<file path="src/rtl/mips_multicycle_control_pkg.sv">
// Shared definitions for the multicycle MIPS control unit:
// opcodes, FSM state encoding, datapath select codes and control word.
package mips_defs;

    localparam logic [5:0] OP_RTYPE = 6'b000000;
    localparam logic [5:0] OP_LW    = 6'b100011;
    localparam logic [5:0] OP_SW    = 6'b101011;
    localparam logic [5:0] OP_BEQ   = 6'b000100;
    localparam logic [5:0] OP_BNE   = 6'b000101;
    localparam logic [5:0] OP_J     = 6'b000010;
    localparam logic [5:0] OP_ADDI  = 6'b001000;

    typedef enum logic [3:0] {
        S_FETCH      = 4'd0,
        S_DECODE     = 4'd1,
        S_MEM_ADDR   = 4'd2,
        S_MEM_READ   = 4'd3,
        S_MEM_WB     = 4'd4,
        S_MEM_WRITE  = 4'd5,
        S_EXECUTE    = 4'd6,
        S_R_COMPLETE = 4'd7,
        S_BRANCH     = 4'd8,
        S_JUMP       = 4'd9,
        S_ADDI_EXEC  = 4'd10,
        S_ADDI_WB    = 4'd11,
        S_ILLEGAL    = 4'd12
    } state_t;

    localparam logic [1:0] ALUOP_ADD   = 2'b00;
    localparam logic [1:0] ALUOP_SUB   = 2'b01;
    localparam logic [1:0] ALUOP_FUNCT = 2'b10;

    localparam logic [1:0] SRCB_B      = 2'b00;
    localparam logic [1:0] SRCB_FOUR   = 2'b01;
    localparam logic [1:0] SRCB_IMM    = 2'b10;
    localparam logic [1:0] SRCB_IMM_SH = 2'b11;

    localparam logic [1:0] PCSRC_ALU    = 2'b00;
    localparam logic [1:0] PCSRC_ALUOUT = 2'b01;
    localparam logic [1:0] PCSRC_JUMP   = 2'b10;

    typedef struct packed {
        logic       pc_write;
        logic       pc_write_cond;
        logic       iord;
        logic       mem_read;
        logic       mem_write;
        logic       ir_write;
        logic       mem_to_reg;
        logic       reg_dst;
        logic       reg_write;
        logic       alu_src_a;
        logic [1:0] alu_src_b;
        logic [1:0] alu_op;
        logic [1:0] pc_source;
        logic       illegal;
    } ctrl_t;

endpackage

</file>
<file path="src/rtl/mips_multicycle_control_decode.sv">
// Moore control-word decode: maps the FSM state to every datapath
// enable and select. Unused state codes decode to an all-zero word.
module control_output_decode
    import mips_defs::*;
(
    input  logic [3:0] state_i,
    output ctrl_t      ctrl_o
);

    // State to control word, everything defaults to zero
    always_comb begin
        ctrl_o = '0;
        case (state_i)
            S_FETCH: begin
                ctrl_o.mem_read  = 1'b1;
                ctrl_o.ir_write  = 1'b1;
                ctrl_o.pc_write  = 1'b1;
                ctrl_o.alu_src_b = SRCB_FOUR;
                ctrl_o.alu_op    = ALUOP_ADD;
                ctrl_o.pc_source = PCSRC_ALU;
            end
            S_DECODE: begin
                ctrl_o.alu_src_b = SRCB_IMM_SH;
            end
            S_MEM_ADDR, S_ADDI_EXEC: begin
                ctrl_o.alu_src_a = 1'b1;
                ctrl_o.alu_src_b = SRCB_IMM;
            end
            S_MEM_READ: begin
                ctrl_o.mem_read = 1'b1;
                ctrl_o.iord     = 1'b1;
            end
            S_MEM_WB: begin
                ctrl_o.reg_write  = 1'b1;
                ctrl_o.mem_to_reg = 1'b1;
            end
            S_MEM_WRITE: begin
                ctrl_o.mem_write = 1'b1;
                ctrl_o.iord      = 1'b1;
            end
            S_EXECUTE: begin
                ctrl_o.alu_src_a = 1'b1;
                ctrl_o.alu_src_b = SRCB_B;
                ctrl_o.alu_op    = ALUOP_FUNCT;
            end
            S_R_COMPLETE: begin
                ctrl_o.reg_write = 1'b1;
                ctrl_o.reg_dst   = 1'b1;
            end
            S_BRANCH: begin
                ctrl_o.alu_src_a     = 1'b1;
                ctrl_o.alu_op        = ALUOP_SUB;
                ctrl_o.pc_write_cond = 1'b1;
                ctrl_o.pc_source     = PCSRC_ALUOUT;
            end
            S_JUMP: begin
                ctrl_o.pc_write  = 1'b1;
                ctrl_o.pc_source = PCSRC_JUMP;
            end
            S_ADDI_WB: begin
                ctrl_o.reg_write = 1'b1;
            end
            S_ILLEGAL: begin
                ctrl_o.illegal = 1'b1;
            end
            default: ctrl_o = '0;
        endcase
    end

endmodule

</file>
<file path="src/rtl/mips_multicycle_control.sv">
// Main control FSM of the multicycle MIPS datapath with a
// retired-instruction counter and illegal-opcode flag.
module mips_multicycle_control
    import mips_defs::*;
#(
    parameter int COUNT_WIDTH = 32
) (
    input  logic                   clock,
    input  logic                   reset,
    input  logic [5:0]             opcode,
    input  logic                   zero,
    output logic                   pc_write_en,
    output logic                   IorD,
    output logic                   MemRead,
    output logic                   MemWrite,
    output logic                   IRWrite,
    output logic                   MemtoReg,
    output logic                   RegDst,
    output logic                   RegWrite,
    output logic                   ALUSrcA,
    output logic [1:0]             ALUSrcB,
    output logic [1:0]             ALUOp,
    output logic [1:0]             PCSource,
    output logic                   illegal_op,
    output logic [3:0]             state,
    output logic [COUNT_WIDTH-1:0] instr_count
);

    localparam logic [COUNT_WIDTH-1:0] ONE =
        {{(COUNT_WIDTH-1){1'b0}}, 1'b1};

    state_t                 state_q, state_d;
    logic [COUNT_WIDTH-1:0] count_q, count_d;
    logic                   retire;
    ctrl_t                  dec_ctrl;
    ctrl_t                  ctrl;
    logic                   is_bne;

    control_output_decode u_decode (
        .state_i (state_q),
        .ctrl_o  (dec_ctrl)
    );

    // State and counter registers, reset wins over everything
    always_ff @(posedge clock) begin
        if (reset) begin
            state_q <= S_FETCH;
            count_q <= '0;
        end else begin
            state_q <= state_d;
            count_q <= count_d;
        end
    end

    // Next-state selection and retirement detection
    always_comb begin
        state_d = S_FETCH;
        retire  = 1'b0;
        case (state_q)
            S_FETCH: state_d = S_DECODE;
            S_DECODE: begin
                case (opcode)
                    OP_RTYPE:     state_d = S_EXECUTE;
                    OP_LW, OP_SW: state_d = S_MEM_ADDR;
                    OP_BEQ,
                    OP_BNE:       state_d = S_BRANCH;
                    OP_J:         state_d = S_JUMP;
                    OP_ADDI:      state_d = S_ADDI_EXEC;
                    default:      state_d = S_ILLEGAL;
                endcase
            end
            S_MEM_ADDR:
                state_d = (opcode == OP_SW) ? S_MEM_WRITE : S_MEM_READ;
            S_MEM_READ:  state_d = S_MEM_WB;
            S_EXECUTE:   state_d = S_R_COMPLETE;
            S_ADDI_EXEC: state_d = S_ADDI_WB;
            S_MEM_WB, S_MEM_WRITE, S_R_COMPLETE,
            S_BRANCH, S_JUMP, S_ADDI_WB: begin
                state_d = S_FETCH;
                retire  = 1'b1;
            end
            default: state_d = S_FETCH;
        endcase
        count_d = retire ? count_q + ONE : count_q;
    end

    // Reset forces the whole control word quiet in its own cycle
    always_comb begin
        ctrl = reset ? '0 : dec_ctrl;
    end

    assign is_bne      = (opcode == OP_BNE);
    assign pc_write_en = ctrl.pc_write |
                         (ctrl.pc_write_cond & (zero ^ is_bne));
    assign IorD        = ctrl.iord;
    assign MemRead     = ctrl.mem_read;
    assign MemWrite    = ctrl.mem_write;
    assign IRWrite     = ctrl.ir_write;
    assign MemtoReg    = ctrl.mem_to_reg;
    assign RegDst      = ctrl.reg_dst;
    assign RegWrite    = ctrl.reg_write;
    assign ALUSrcA     = ctrl.alu_src_a;
    assign ALUSrcB     = ctrl.alu_src_b;
    assign ALUOp       = ctrl.alu_op;
    assign PCSource    = ctrl.pc_source;
    assign illegal_op  = ctrl.illegal;
    assign state       = state_q;
    assign instr_count = count_q;

endmodule
</file>
<file path="config.mk">
export PLATFORM = sky130hd
export DESIGN_NAME = mips_multicycle_control
export DESIGN_NICKNAME = d
export VERILOG_FILES = /design/src/rtl/mips_multicycle_control_pkg.sv /design/src/rtl/mips_multicycle_control_decode.sv /design/src/rtl/mips_multicycle_control.sv
export SDC_FILE = /design/constraint.sdc
export NUM_CORES = 1
export LEC_CHECK = 0
export ABC_AREA = 1
export CORE_ASPECT_RATIO = 1.75
export CORE_UTILIZATION = 46
export CTS_BUF_LIST = sky130_fd_sc_hd__clkbuf_8
export CTS_CLUSTER_DIAMETER = 120
export DETAILED_ROUTE_END_ITERATION = 6
export PLACE_DENSITY = 0.79
export SLEW_MARGIN = 15
export SYNTH_ARGS = -nofsm -noshare
export SYNTH_HDL_FRONTEND = slang
export SYNTH_SLANG_ARGS = --single-unit
export TNS_END_PERCENT = 10
</file>
<file path="constraint.sdc">
create_clock -name clock -period 1.3 [get_ports clock]
set_input_delay 0.39 -clock clock [delete_from_list [all_inputs] [get_ports clock]]
set_output_delay 0.39 -clock clock [all_outputs]
set_load 0.02 [all_outputs]
</file>
# [Yosys cells after proc, flatten, opt, wreduce, memory -nomap -nowiden]
# Cells that the tools add are included.
[word_totals] output_inout_bits=52 reg_bits=36 in_bits=9 word_cells=54
[op_classes] eq_ne=18 mux=19 add_sub_neg=1 n_bitwise=3 n_reduce_logical=11
[op_table] operator="$add 32x1->32 const B" count=1
[op_table] operator="$pmux 4 s6" count=1
[op_table] operator="$eq 4x4->1 const B" count=5
[op_table] operator="$pmux 4 s5" count=1
[op_table] operator="$mux 17" count=1
[op_table] operator="$eq 4x3->1 const B" count=4
[op_table] operator="$eq 6x3->1 const B" count=2
[op_table] operator="$eq 6x6->1 const B" count=2
[op_table] operator="$mux 1" count=12
[op_table] operator="$reduce_or 2->1" count=6
[op_table] operator="$eq 4x2->1 const B" count=2
[op_table] operator="$pmux 2 s2" count=2
[op_table] operator="$eq 6x2->1 const B" count=1
[op_table] operator="$eq 6x4->1 const B" count=1
[op_table] operator="$logic_not 6->1" count=1
[op_table] operator="$pmux 2 s3" count=1
[op_table] operator="$reduce_or 6->1" count=1
[op_table] operator="$eq 4x1->1 const B" count=1
[op_table] operator="$logic_not 4->1" count=1
[op_table] operator="$reduce_or 4->1" count=1
[op_table] operator="$mux 3" count=1
[op_table] operator="$reduce_or 3->1" count=1
[op_table] operator="$and 1x1->1" count=1
[op_table] operator="$or 1x1->1" count=1
[op_table] operator="$xor 1x1->1" count=1

# [Logic depth before layout (Yosys ltp)]
[logic_depth] ltp_word=6 mapped_depth=10 depth_no_buf=10

# [By module]
# Synthesis repeated with hierarchy kept, for this count alone.
[unflattened] cells_unflattened=426 hier_area_um2=2447.3
[modules_own_cells] mod="mips_multicycle_control" n_inst=1 area_per_inst_um2=2280.9 seq_area_each_um2=720.7 cells_each=389
[modules_own_cells] mod="control_output_decode" n_inst=1 area_per_inst_um2=166.4 seq_area_each_um2=0.0 cells_each=37

# [Worst setup path after synthesis]
# No wires, ideal clock.
[synth_path] kind="register to output" from="reg state_q[2] (netlist: state[2])" to="out RegWrite" stages_incl_launch_ff=5 setup_slack_ns=-0.526 arrival_ns=1.436 path_buffers=0 required_time_ns=0.910 path_cell_list="dfxtp_1 > inv_1 > nor2_1 > inv_1 > a221oi_1"
[synth_via] elab_chain_cells=4 elab_cells_between_ends=6 cone_classes="eq/ne (3); mux (2); reduce/logical (1)"
[synth_lines] item="start: declaration" line_no="mips_multicycle_control.sv:32" source="state_t state_q, state_d;"
[synth_lines] item="start signal: assignment" line_no="mips_multicycle_control.sv:50" source="state_q <= state_d;"
[synth_lines] item="$eq 4x3->1 or $eq 4x4->1 (tied branches)" line_no="mips_multicycle_control_decode.sv:13" source="case (state_i)"
[synth_lines] item="$reduce_or 3->1 (no line) (*)"
[synth_lines] item="$mux 1 (*)" line_no="mips_multicycle_control_decode.sv:13"
[synth_lines] item="$mux 17 (*)" line_no="mips_multicycle_control.sv:89" source="ctrl = reset ? '0 : dec_ctrl;"
[synth_lines] item="end: declaration" line_no="mips_multicycle_control.sv:19" source="output logic RegWrite,"
# Mark *: on every way between the ends. The rest lies on a longest branch, timed or not.

# [Worst setup path in the final report]
[layout_path] from="in zero" to="out pc_write_en"
[layout_via] elab_chain_cells=3
[layout_lines] item="start: declaration" line_no="mips_multicycle_control.sv:11" source="input logic zero,"
[layout_lines] item="$xor 1x1->1" line_no="mips_multicycle_control.sv:94" source="(ctrl.pc_write_cond & (zero ^ is_bne));"
[layout_lines] item="$and 1x1->1" line_no="mips_multicycle_control.sv:94"
[layout_lines] item="$or 1x1->1" line_no="mips_multicycle_control.sv:93" source="assign pc_write_en = ctrl.pc_write |"
[layout_lines] item="end: declaration" line_no="mips_multicycle_control.sv:12" source="output logic pc_write_en,"
# Every way passes these cells.

==> results.md <==
Run status:
- The run finished, with violations left.
- The checks that failed: setup timing.

Flow run:
- Across the run, the number of max-cap violations was 0.

Worst setup path:
- The arrival time of data at the critical path endpoint is between 1 and 1.5 ns.
- Traced cell by cell, the critical path runs through clkdlybuf4s50_1 > o21bai_1 > nand3_2 > nand3_4 > buf_6.
- The kind of start point of the critical path is a primary input.
- The delay of the slowest cell on the worst path is 0.53 ns.
- The endpoint type of the worst setup path is an output port.
- On the critical path the largest part of the delay comes from buffers and inverters.
- The number of buffers and inverters on the critical path is 2.
- The total stage count of the critical path is 5.
- The data required time at the worst endpoint is 0.91 ns.
- The maximum fanout count along the critical path is 2.
- The cell type of the slowest stage on the worst timing path is sky130_fd_sc_hd__clkdlybuf4s50_1.
- The class of the most critical setup path is primary input to output port.
- Counting cells, the worst reg-to-reg path comes to 11.

Clock tree:
- The H-tree level count is 2.
- The clock latency on the worst-skew pair is 0.29 ns.
- The tree is rooted in a sky130_fd_sc_hd__clkbuf_8.
- The clock tree from TritonCTS is built.
- The number of clock buffers added by TritonCTS is 5.
- Counting along the longest clock path gives a buffer depth of 2.
- After clock tree synthesis, the clock-pin slew on the worst setup and hold paths is 0.07 ns.
- The clock drives 36 sinks.

Finish:
- The final net count is 552.
- The area occupied by multi-input gates is 1580 um2.
- The post-route standard cell area excluding fillers is just under 4000 um2.
- In the final layout, the share of cells above drive strength 1 is 0.427.
- The area taken by flip-flops and latches is 746 um2.
- The number of inserted filler cells in the final layout is 338.
- The relative area change from synthesis to final layout is 67.4%.
- The number of inserted diodes is 0.
- At the end of the flow the core is filled with cells to 0.817.

Routing:
- The post-route antenna net violation count is 0.
- The violation count after the first detailed-routing iteration is roughly 160.
- The average wire length per cell after detail routing is between 10 and 15 um.
- The vias after detailed routing is 3145.
- In the routed layout, each cell is associated on average with a via count of 5.29.
- For this run, design rule violations remaining after detail routing come to 0.
- The final layout contains routed wiring with a total length of 8.73 mm.
- The detailed-router iteration count before antenna repair is 4.

STA:
- The number of failing setup endpoints in the final timing report is 52.
- The post-route fraction of the period consumed by the critical path is 1.37.
- The final hold slack is 0.486 ns.
- Timing would allow up to 563 MHz.
- The number of failing hold endpoints at the final stage is 0.
- Setup repair after global routing could not meet its margin everywhere.
- In this run the tightest slew margin relative to its limit is 0.782.
- Clock skew on the completed layout was measured at about 0.0073 ns.
- The clock period minus final worst setup slack is 1.77 ns.
- The count of final max-slew check failures came to 0.
- Once routing completed, OpenROAD measured the worst setup slack at -0.475 ns.
- The slew at the pin closest to its max-slew limit is 0.324 ns.

Global routing:
- The wire length of the first global-routing pass is roughly 14 mm.
- The initial antenna violation count came to 0.
- The number of global-route vias before repair is 3159.
- Entering global routing, the biggest net connects 21 pins.
- In the global route stage, met2 resource usage came out at 0.684.
- The total grt overflow is 0.
- For this run, global-route usage on met3 was measured as 0.0457.
- In the global route stage, met1 resource usage came out at 0.274.
- In the global route stage, overall resource usage came out at 0.326.
- The busiest metal layer after global routing is met2.

Logic synthesis:
- The number of different library cells used by synthesis comes to 30.
- The share of the yosys chip area belonging to registers is 0.311.
- The synthesized netlist net count is 402.
- The average instance in the mapped netlist occupies just under 6 um2.
- For this run, the number of Yosys warnings is 0.
- The synthesized area is 2320 um2.
- The async set-reset flop share out of synthesis is 0.
- Counting flops and latches in the post-synthesis netlist gives 36.
- Counting every instance in the synthesized netlist gives 392.
- The predominant post-synthesis flop cell is sky130_fd_sc_hd__dfxtp_1.
- The number of synthesized flops with an enable pin is 0.

Pwr:
- The internal power is ~1.9 mW.
- The power per unit of standard cell area is around 720 nW/um2.
- Of the total power, combinational logic draws 0.273.
- The completed layout was analyzed and its total power is 2.78 mW.
- The worst-case IR drop observed on VDD is 0.754 mV.
- The sequential share of power is 0.416.
- The proportion of total power due to net switching is 0.308.
- Summed over all nets, the switching power comes to 857 uW.
- The part of the total power dissipated in the clock network is 0.311.
- In this run the static leakage power is between 1.5 and 2 nW.

Placement:
- The number of I/O port buffers is 60.
- Summing all placed instances gives a cell area of roughly 3700 um2.
- OpenSTA, run right after detailed placement, puts the worst setup slack at -1.12 ns.
- The final weighted congestion in routability-driven placement is 0.870.
- The half-perimeter wire length after placement is 6.35 mm.

Floorplanning:
- The x dimension of the die is 55.7 um.
- Row generation in the floorplan step produced 33 rows.
- From bottom edge to top edge, the die measures 95.9 um.
- The core region is 4750 um2.
- For this configuration, the core starts out at a cell density of 0.488.
- In this run the count of I/O pins placed on the die edge is 61.
- The die covers 5340 um2.

Min path:
- The class of the tightest hold or removal check is register to register.
- Counting instances, the worst hold path has a depth of 1.
## synthesized netlist by cell type, types with 2 or more instances
| cell | n | share of area |
|---|---|---|
| sky130_fd_sc_hd__a21oi_1 | 16 | 0.035 |
| sky130_fd_sc_hd__o22ai_1 | 3 | 0.0081 |
| sky130_fd_sc_hd__nand2_2 | 4 | 0.011 |
| sky130_fd_sc_hd__nand4_1 | 12 | 0.032 |
| sky130_fd_sc_hd__o21bai_1 | 2 | 0.0065 |
| sky130_fd_sc_hd__nor2_2 | 5 | 0.013 |
| sky130_fd_sc_hd__inv_2 | 3 | 0.0049 |
| sky130_fd_sc_hd__o21ai_1 | 3 | 0.0065 |
| sky130_fd_sc_hd__nand3_1 | 21 | 0.045 |
| sky130_fd_sc_hd__inv_1 | 66 | 0.11 |
| sky130_fd_sc_hd__nor2_1 | 76 | 0.12 |
| sky130_fd_sc_hd__dfxtp_1 | 36 | 0.31 |
| sky130_fd_sc_hd__nand2_1 | 104 | 0.17 |
| sky130_fd_sc_hd__o21ai_0 | 13 | 0.028 |
| sky130_fd_sc_hd__nor3_1 | 6 | 0.013 |
| sky130_fd_sc_hd__nor2_4 | 4 | 0.019 |
| sky130_fd_sc_hd__xor2_1 | 2 | 0.0076 |
| sky130_fd_sc_hd__clkbuf_1 | 3 | 0.0049 |
| sky130_fd_sc_hd__and2_1 | 2 | 0.0054 |
## flip-flops by register name (all words and copies together), names as in the netlist
register / count
instr_count: 32
state: 4
## cell families after synthesis
| kind of cell | share of synthesized area |
|---|---|
| buffers and inverters | 0.118 |
| adder cells (fa/ha/maj) | 0.00540 |
| AND/OR/NAND/NOR | 0.464 |
| XOR/XNOR | 0.00756 |
| flip-flops | 0.311 |
| AO/OA/AOI/OAI | 0.0934 |
## per-layer routing
metal,routed length [um],share of wire,vias to the layer above
li1,-,-,1525
met1,2880,0.33,1435
met2,4860,0.56,127
met3,335,0.038,58
met4,652,0.075,0
met5,0,0,-
## worst paths after layout
| check | from | slack (ns) | to |
|---|---|---|---|
| hold / removal | instr_count[3] | 0.49 | instr_count[3] |
| hold reg to reg | instr_count[3] | 0.49 | instr_count[3] |
| setup / recovery | zero | -0.47 | pc_write_en |
| setup reg to reg | state[3] | -0.28 | instr_count[26] |
## through the flow
step	TNS, ns	cells
after floorplan	-1.44	392
after global placement	-26.59	579
after detailed placement	-27.73	579
after CTS	-9.89	592
after global routing	-14.80	595
final	-10.72	595
## cells in the final DEF (no fill, tap or decap), drive strengths merged
master	count
inv	69
and2	2
a31oi	1
a221oi	1
clkdlybuf4s50	1
clkinvlp	1
buf	137
nand3b	1
nand2	109
o21bai	2
o21ai	16
clkbuf	8
nor3	7
o22ai	3
nor2	86
ha	1
nand3	23
xor2	2
nand4	12
a211oi	1
dfxtp	36
dlygate4sd2	2
clkdlybuf4s15	6
a21oi	16
## repair_timing
action | CTS | global route
hold buffers | 0 | 0
gates cloned | 0 | 0
endpoints found under the setup margin | 88 | 67
resized for setup | 262 | 44
pin swaps | 12 | 11
setup buffers | 5 | 3
## area by class of cell
class	instances	area share
clock inverter	1	0.000968
tap	52	0.0168
timing repair buffer	147	0.286
clock buffer	7	0.0248
inverter	69	0.0703
sequential	36	0.192
multi-input combinational	283	0.408
## power groups by stage
stage | Clock (mW) | Combinational, mW | Sequential (mW)
final | 0.866 | 0.760 | 1.16
after floorplan | 0 | 0.322 | 1.20
after global routing | 0.925 | 0.807 | 1.16
after detailed placement | 0 | 0.650 | 1.18
after CTS | 0.883 | 0.692 | 1.15
after global placement | 0 | 0.634 | 1.18
Note: power is estimated with default switching activity, not from simulation.
